## config.mk

```make
export PLATFORM = sky130hd
export DESIGN_NAME = mult_operand_sequencer
export DESIGN_NICKNAME = d
export VERILOG_FILES = /design/src/rtl/mult_operand_sequencer.sv
export SDC_FILE = /design/constraint.sdc
export NUM_CORES = 1
export LEC_CHECK = 0
export CAP_MARGIN = 20
export CORE_UTILIZATION = 42
export CTS_BUF_LIST = sky130_fd_sc_hd__clkbuf_8 sky130_fd_sc_hd__clkbuf_16
export DETAILED_ROUTE_END_ITERATION = 10
export PLACE_DENSITY = 0.67
export SLEW_MARGIN = 20
export SYNTH_ARGS = -nofsm -noshare
export SYNTH_HDL_FRONTEND = slang
export SYNTH_SLANG_ARGS = --single-unit
export TNS_END_PERCENT = 5
```

## constraint.sdc

```tcl
create_clock -name SYS_CLOCK -period 2.2 [get_ports SYS_CLOCK]
set_input_delay 0.44 -clock SYS_CLOCK [delete_from_list [all_inputs] [get_ports SYS_CLOCK]]
set_output_delay 0.44 -clock SYS_CLOCK [all_outputs]
set_load 0.005 [all_outputs]
```

## src/rtl/mult_operand_sequencer.sv

```systemverilog
// mult_operand_sequencer
//   Sits in front of the 3x3 unsigned repeated-add multiplier. It queues
//   operand pairs, issues one GO pulse per operation, follows the
//   multiplier's busy flag and then holds {A,B,F} on a valid/ready result
//   port until it is accepted.
//
// Ports
//   SYS_CLOCK, FSM_SRESET      clock, synchronous active-high reset
//   IN_VALID/IN_READY/IN_A/B   operand pair input (IN_READY = queue not full)
//   MULT_A/B, MULT_GO          multiplier operands and one-cycle start pulse
//   MULT_BUSY, MULT_F          multiplier busy flag and product register
//   OUT_VALID/OUT_READY        result handshake
//   OUT_A/B/F                  operands and product of presented result
//   ERR_TIMEOUT                sticky abort flag, cleared only by reset
//
// Build option
//   ZERO_BYPASS_EN : a head entry with a zero operand goes straight to the
//                    result port with F=0, without touching the multiplier.
module mult_operand_sequencer #(
   parameter int OP_W       = 3,
   parameter int FIFO_DEPTH = 4,
   parameter int TIMEOUT    = 16
) (
   input  logic              SYS_CLOCK,
   input  logic              FSM_SRESET,
   input  logic              IN_VALID,
   output logic              IN_READY,
   input  logic [OP_W-1:0]   IN_A,
   input  logic [OP_W-1:0]   IN_B,
   output logic [OP_W-1:0]   MULT_A,
   output logic [OP_W-1:0]   MULT_B,
   output logic              MULT_GO,
   input  logic              MULT_BUSY,
   input  logic [2*OP_W-1:0] MULT_F,
   output logic              OUT_VALID,
   input  logic              OUT_READY,
   output logic [OP_W-1:0]   OUT_A,
   output logic [OP_W-1:0]   OUT_B,
   output logic [2*OP_W-1:0] OUT_F,
   output logic              ERR_TIMEOUT
);

   localparam int AW = $clog2(FIFO_DEPTH);
   localparam int CW = $clog2(FIFO_DEPTH + 1);
   localparam int TW = $clog2(TIMEOUT + 1);

   typedef enum logic [2:0] {
      S_IDLE, S_ISSUE, S_WAIT_BUSY, S_WAIT_DONE, S_PRESENT
   } state_t;

   state_t            r_state;
   logic [OP_W-1:0]   r_fifo_a [FIFO_DEPTH];
   logic [OP_W-1:0]   r_fifo_b [FIFO_DEPTH];
   logic [AW-1:0]     r_wr_ptr, r_rd_ptr;
   logic [CW-1:0]     r_count;
   logic [TW-1:0]     r_tmo;
   logic [OP_W-1:0]   r_mult_a, r_mult_b, r_out_a, r_out_b;
   logic [2*OP_W-1:0] r_out_f;
   logic              r_mult_go, r_out_valid, r_err;

   logic              w_full, w_empty, w_push, w_pop, w_zero, w_tmo_hit;
   logic [OP_W-1:0]   w_head_a, w_head_b;

   assign w_full    = (r_count == CW'(FIFO_DEPTH));
   assign w_empty   = (r_count == '0);
   assign w_push    = IN_VALID & ~w_full;
   // Every exit from IDLE consumes the head, bypassed or not.
   assign w_pop     = (r_state == S_IDLE) & ~w_empty;
   assign w_head_a  = r_fifo_a[r_rd_ptr];
   assign w_head_b  = r_fifo_b[r_rd_ptr];
   assign w_tmo_hit = (r_tmo == TW'(TIMEOUT - 1));

`ifdef ZERO_BYPASS_EN
   assign w_zero = (w_head_a == '0) | (w_head_b == '0);
`else
   assign w_zero = 1'b0;
`endif

   // Queue storage: no reset needed, occupancy is tracked by r_count.
   always_ff @(posedge SYS_CLOCK) begin
      if (w_push) begin
         r_fifo_a[r_wr_ptr] <= IN_A;
         r_fifo_b[r_wr_ptr] <= IN_B;
      end
   end

   always_ff @(posedge SYS_CLOCK) begin
      if (FSM_SRESET) begin
         r_wr_ptr <= '0;
         r_rd_ptr <= '0;
         r_count  <= '0;
      end else begin
         if (w_push) r_wr_ptr <= r_wr_ptr + 1'b1;
         if (w_pop)  r_rd_ptr <= r_rd_ptr + 1'b1;
         case ({w_push, w_pop})
            2'b10:   r_count <= r_count + 1'b1;
            2'b01:   r_count <= r_count - 1'b1;
            default: r_count <= r_count;
         endcase
      end
   end

   always_ff @(posedge SYS_CLOCK) begin
      if (FSM_SRESET) begin
         r_state     <= S_IDLE;
         r_tmo       <= '0;
         r_mult_a    <= '0;
         r_mult_b    <= '0;
         r_mult_go   <= 1'b0;
         r_out_valid <= 1'b0;
         r_out_a     <= '0;
         r_out_b     <= '0;
         r_out_f     <= '0;
         r_err       <= 1'b0;
      end else begin
         r_mult_go <= 1'b0;
         case (r_state)
            S_IDLE: begin
               r_tmo <= '0;
               if (!w_empty) begin
                  if (w_zero) begin
                     r_state     <= S_PRESENT;
                     r_out_valid <= 1'b1;
                     r_out_a     <= w_head_a;
                     r_out_b     <= w_head_b;
                     r_out_f     <= '0;
                  end else begin
                     r_state   <= S_ISSUE;
                     r_mult_a  <= w_head_a;
                     r_mult_b  <= w_head_b;
                     r_mult_go <= 1'b1;
                  end
               end
            end
            S_ISSUE: begin
               r_state <= S_WAIT_BUSY;
               r_tmo   <= '0;
            end
            S_WAIT_BUSY: begin
               if (MULT_BUSY) begin
                  r_state <= S_WAIT_DONE;
                  r_tmo   <= '0;
               end else if (w_tmo_hit) begin
                  r_err   <= 1'b1;
                  r_state <= S_IDLE;
                  r_tmo   <= '0;
               end else begin
                  r_tmo <= r_tmo + 1'b1;
               end
            end
            S_WAIT_DONE: begin
               if (!MULT_BUSY) begin
                  r_state     <= S_PRESENT;
                  r_out_valid <= 1'b1;
                  r_out_a     <= r_mult_a;
                  r_out_b     <= r_mult_b;
                  r_out_f     <= MULT_F;
                  r_tmo       <= '0;
               end else if (w_tmo_hit) begin
                  r_err   <= 1'b1;
                  r_state <= S_IDLE;
                  r_tmo   <= '0;
               end else begin
                  r_tmo <= r_tmo + 1'b1;
               end
            end
            S_PRESENT: begin
               if (OUT_READY) begin
                  r_out_valid <= 1'b0;
                  r_state     <= S_IDLE;
               end
            end
            default: r_state <= S_IDLE;
         endcase
      end
   end

   assign IN_READY    = ~w_full;
   assign MULT_A      = r_mult_a;
   assign MULT_B      = r_mult_b;
   assign MULT_GO     = r_mult_go;
   assign OUT_VALID   = r_out_valid;
   assign OUT_A       = r_out_a;
   assign OUT_B       = r_out_b;
   assign OUT_F       = r_out_f;
   assign ERR_TIMEOUT = r_err;

endmodule

```

== Word-level counts from Yosys, hierarchy flattened ==
Memories as Yosys holds them, arrays and structs flattened. A register that Yosys moved wholly into a read port is not among the register bits.
Index checks and enable logic that the tools add are counted.
W data, S select, Z words.
Storage, ports and cells
  register bits: 30
  RAM bits: 24
  input bits: 17
  logic and storage cells: 71
  memories kept: 2
Memory list
  r_fifo_a: words 4, width 3, rd ports 1, clocked after memory_dff 1, wr ports 1, line 52  | logic [OP_W-1:0] r_fifo_a [FIFO_DEPTH];
  r_fifo_b: words 4, width 3, rd ports 1, clocked after memory_dff 1, wr ports 1, line 53  | logic [OP_W-1:0] r_fifo_b [FIFO_DEPTH];
Cells by class
  add/subtract/negate cells: 5
  equality and inequality tests: 13
  multiplexer cells: 21
  bitwise operators: 6
  reduce and logical (&&, ||, !) cells: 13
Operator list (number)
  $mux W3: 5
  $mux W5: 3
  $pmux W3 S5: 1
  $pmux W5 S3: 1
  $ne A2 B2 Y1 const B: 5
  $mux W1: 8
  $eq A3 B2 Y1 const B: 2
  $eq A3 B3 Y1 const B: 2
  $logic_not A3 Y1: 2
  $pmux W3 S2: 1
  $reduce_and A2 Y1: 3
  $reduce_and A3 Y1: 2
  $reduce_bool A2 Y1: 3
  $add A5 B1 Y5 const B: 1
  $eq A5 B4 Y1 const B: 1
  $add A2 B1 Y2 const B: 2
  $not A1 Y1: 4
  $pmux W1 S2: 2
  $reduce_or A2 Y1: 2
  $add A3 B1 Y3 const B: 1
  $eq A3 B1 Y1 const B: 1
  $reduce_bool A3 Y1: 1
  $sub A3 B1 Y3 const B: 1
  $and A1 B1 Y1: 2
  other kinds (2): 2

== Longest topological paths before layout ==
  depth after elaboration: 5
  depth in mapped cells: 10

== Worst setup path after synthesis ==
No wires, ideal clock.
  kind: register to register
  from: register r_state[0]
  to: register r_count[2]
  library setup time: 70 ps
  arrival: 2211 ps
  data required time: 2130 ps
  setup slack: -82 ps
  cell stages (with the launch flop): 11
  path buffers: 2
  cells stage by stage: dfxtp_1 -> buf_6 -> or3_4 -> buf_6 -> nor2_1 -> ha_1 -> inv_1 -> fa_1 -> xor2_1 -> or3_1 -> a21oi_1
Between the ends
  longest elaborated chain between the ends: 4
  elaborated cells on any way between the ends: 6
  those cells by class: eq/ne: 2; mux: 1; bitwise: 1; reduce/logical: 2
Ends and longest elaborated chain
  start, declared: line 51  | state_t r_state;
  start signal, assigned: line 105  | r_state <= S_IDLE;
  start signal, assigned: line 122  | r_state <= S_PRESENT;
  start signal, assigned: line 128  | r_state <= S_ISSUE;
  $logic_not A3 Y1 *: line 68  | assign w_pop = (r_state == S_IDLE) & ~w_empty;
  $and A1 B1 Y1 *: line 68
  via w_pop: line 61  | logic w_full, w_empty, w_push, w_pop, w_zero, w_tmo_hit;
  $eq A2 B1 Y1 or $eq A2 B2 Y1 (tied branches): line 95  | case ({w_push, w_pop})
  $pmux W3 S2 or $reduce_bool A2 Y1 (tied branches)
  end signal, assigned: line 96  | 2'b10: r_count <= r_count + 1'b1;
  end signal, assigned: line 97  | 2'b01: r_count <= r_count - 1'b1;
  end signal, assigned: line 98  | default: r_count <= r_count;
  end, declared: line 55  | logic [CW-1:0] r_count;
Mark *: on every way through the listed nets, which the timed path passes. The rest lies on a longest branch.
A chain may end at the register's enable or synchronous reset.

== Final worst setup path ==
  from: register r_count[1]
  to: output IN_READY
Between the ends
  longest elaborated chain between the ends: 2
Ends and longest elaborated chain
  $eq A3 B3 Y1: line 64  | assign w_full = (r_count == CW'(FIFO_DEPTH));
  $not A1 Y1: line 178  | assign IN_READY = ~w_full;
  end, declared: line 27  | output logic IN_READY,
Every way passes these cells.

==> flow_metrics.tcl <==
set metrics [dict create \
    ys.flop_type "dfxtp_1" \
    rsz0062_at_grt "false" \
    period_share 0.9554 \
    cts.clk_slew.worst_paths_ps 70 \
    clock_path_buffers 2 \
    nets 298 \
    synth_top_family_by_area "simple AND/OR/NAND/NOR gates" \
    die_h_um 79.34 \
    power_density_nw_per_um2 1068 \
    grt_pass1_vias 1627 \
    die_area_um2 6295 \
    initial_utilization 0.4453 \
    ys_seq_area_frac 0.5737 \
    worstHoldEndpoint "OUT_F[0]" \
    grt_start_max_net_pins 34 \
    slew_viol_final 0 \
    wl_per_cell_um 12.87 \
    rr_worst_depth 8 \
    min_period_ps 2102 \
    synth-simple-area-share 0.1614 \
    synthXorXnorAreaFrac 0.01046 \
    maxCapViolCount 0 \
    hpwlAfterDp_mm 3.057 \
    antenna_found_initial 0 \
    max_freq_mhz 475.8 \
    vias 1787 \
    numCtsBuffers 9 \
    syn_nets 254 \
    worstSetupPathType "reg2out" \
    muxShareOfSynthArea 0.05378 \
    crit_arrival_ps 1660 \
    finalWirelength_mm 4.517 \
    peakVddDrop_mv 0.4571 \
    finalSetupTns_ps 0 \
    clk_latency_ps 330 \
    place_congestion 0.7505 \
    cts_sinks 60 \
    holdBufCountCts 0 \
    multi_input_area_um2 967.2 \
    tightest_slew_ps 511.6 \
    rows 27 \
    filler_cell_count 486 \
    synth_enable_flop_cells 24 \
    async_reset_ff_frac 0 \
    ff2ff_setup_slack_ps 110 \
    grt_usage 0.1594 \
    io_buffers 38 \
    die_w_um 79.34 \
    worstHoldPathCells 2 \
    finalSetupViolations 0 \
    ant_nets 0 \
    worst_ep_required_time_ps 1760 \
    hold_violations 0 \
    cp-start-kind "register" \
    relSlewSlack 0.6585 \
    critPathCaptureType "output port" \
    dr.pass1.iters 4 \
    area_growth_pct 27.89 \
    yosys.area_share.adder 0.03785 \
    synth-seq-cells 60 \
    min_from "OUT_F[0]" \
    cp_max_fo 9 \
    synth-compound-area-share 0.1155 \
    first_iter_violations 149 \
    reg2reg_from "r_state[0]" \
    syn_avg_cell_area_um2 10.92 \
    cts_tree "yes" \
    hold_path_class "reg2reg" \
    grt_pass1_wl_mm 7.507 \
    pre_cts_ws_ps -16.50 \
    cellLeakagePower_uw 0.001115 \
    ios 39 \
    drive_above_1_share 0.1505 \
    cts_max_level 3 \
    core_area_um2 5642 \
    ys_types 42 \
    diodes 0 \
    drc 0 \
    via_per_inst 5.091 \
    status "finished clean" \
    syn-cell-area_um2 2512 \
    syn_inst 230 \
    regArea_um2 1443 \
    ctsRootBufferMaster "clkbuf_8" \
    grt_overflow_total 0 \
    finalWorstSetupSlack_ps 98.20 \
    reg2reg_to "r_count[2]" \
    clock_skew_ps 9.028 \
    yosys_warnings 0 \
]
sequential cells by signal (all words and copies together), names as in the netlist, 2 cells and up:
register	cells
r_fifo_a	12
r_fifo_b	12
OUT_F	6
r_tmo	5
MULT_A	3
MULT_B	3
OUT_A	3
OUT_B	3
r_count	3
r_state	3
r_rd_ptr	2
r_wr_ptr	2
placed cells by master, fill, tap and decap left out, drive strengths merged, types with 2 or more instances in the layout:
master	Yosys	routed
mux4	6	6
nand3b	2	2
clkinv	0	3
nand3	11	11
nand4b	2	2
a21o	2	2
dfxtp	36	36
edfxtp	24	24
clkbuf	10	10
clkdlybuf4s50	0	38
nor2	8	8
inv	10	11
buf	7	12
and3	6	6
nor3b	2	2
nand2	28	28
xor2	2	2
ha	6	6
a21oi	28	28
nor3	5	5
o21ai	11	11
or3	4	4
a31oi	3	3
cells in the mapped netlist, types with 2 or more instances:
library cell  instances  share of area
mux4_2                6          0.054
inv_1                10          0.015
nand4b_1              2         0.0070
nand2_1              28          0.042
buf_1                 3         0.0045
and3_1                6          0.015
clkbuf_1             10          0.015
or3_1                 3         0.0075
a21o_1                2         0.0060
ha_1                  6          0.030
a31oi_1               3         0.0075
nor2_1                8          0.012
nand3b_1              2         0.0060
buf_6                 2         0.0090
dfxtp_1              36           0.29
nand3_1              11          0.022
xor2_1                2         0.0070
buf_2                 2         0.0040
edfxtp_1             24           0.29
o21ai_0              11          0.022
a21oi_1              28          0.056
nor3_1                4         0.0080
nor3b_1               2         0.0060
per-stage QoR:
step	total power (uW)	instances	instance area [um^2]	util	hold WS, ps
finish	3430	351	3213	0.5695	453.1
global route	3667	351	3213	0.5695	466.7
CTS	3460	350	3202	0.5675	454.3
detailed placement	2494	334	3009	0.5334	446.0
global placement	2480	334	3009	0.5334	441.7
floorplan	2162	230	2525	-	448.8
worst max-delay path: stages, from the launching register on:
cell and delay, ps:
dfxtp_1 340, or3b_4 380, buf_4 170, clkdlybuf4s50_1 440
repair_timing:
action / 4_1_cts / 5_1_grt
endpoints found under the setup margin: 0 / 2
gates resized for setup: 0 / 2
buffers inserted: 0 / 1
where the power goes:
| part | total, uW | internal (uW) | switching (uW) |
|---|---|---|---|
| Clock | 952 | 542 | 411 |
| Combinational | 1060 | 540 | 515 |
| Sequential | 1420 | 1310 | 113 |
metal layers:
metal | global-route usage | wire length (um) | vias to the layer above
li1 | - | - | 915
met1 | 0.2016 | 2208 | 825
met3 | 0.05057 | 227 | 6
met2 | 0.2405 | 2010 | 41
met4 | 0.08909 | 70 | 0
met5 | 0 | 0 | -
cells by family (layout without fill, tap and decap cells):
kind of cell | count (synthesis) | count (layout)
AOI/OAI and AO/OA | 51 | 51
xor gates and xnor gates | 3 | 3
adders and majority gates | 7 | 7
buffers and inverters | 27 | 76
DFF | 60 | 60
muxes | 6 | 6
and+or+nand+nor | 76 | 76
worst max path at each step:
| stage | start | depth (start not counted) | slack, ps | end |
|---|---|---|---|---|
| floorplan | r_state[0] | 10 | 2 | r_count[2] |
| global placement | IN_VALID | 8 | 50 | r_count[2] |
| detailed placement | IN_VALID | 8 | -20 | r_count[2] |
| CTS | r_count[2] | 3 | 30 | IN_READY |
| global route | r_count[1] | 8 | 0.7 | r_count[2] |
| finish | r_count[1] | 3 | 100 | IN_READY |
layout make-up:
type | count | share of cell area
tap | 72 | 0.02804
clock inverter | 6 | 0.01713
inverter | 10 | 0.01168
timing repair buffer | 50 | 0.1503
sequential | 60 | 0.4490
multi-input combinational | 143 | 0.3010
clock buffer | 10 | 0.04283
Note: power is estimated with default switching activity, not from simulation.
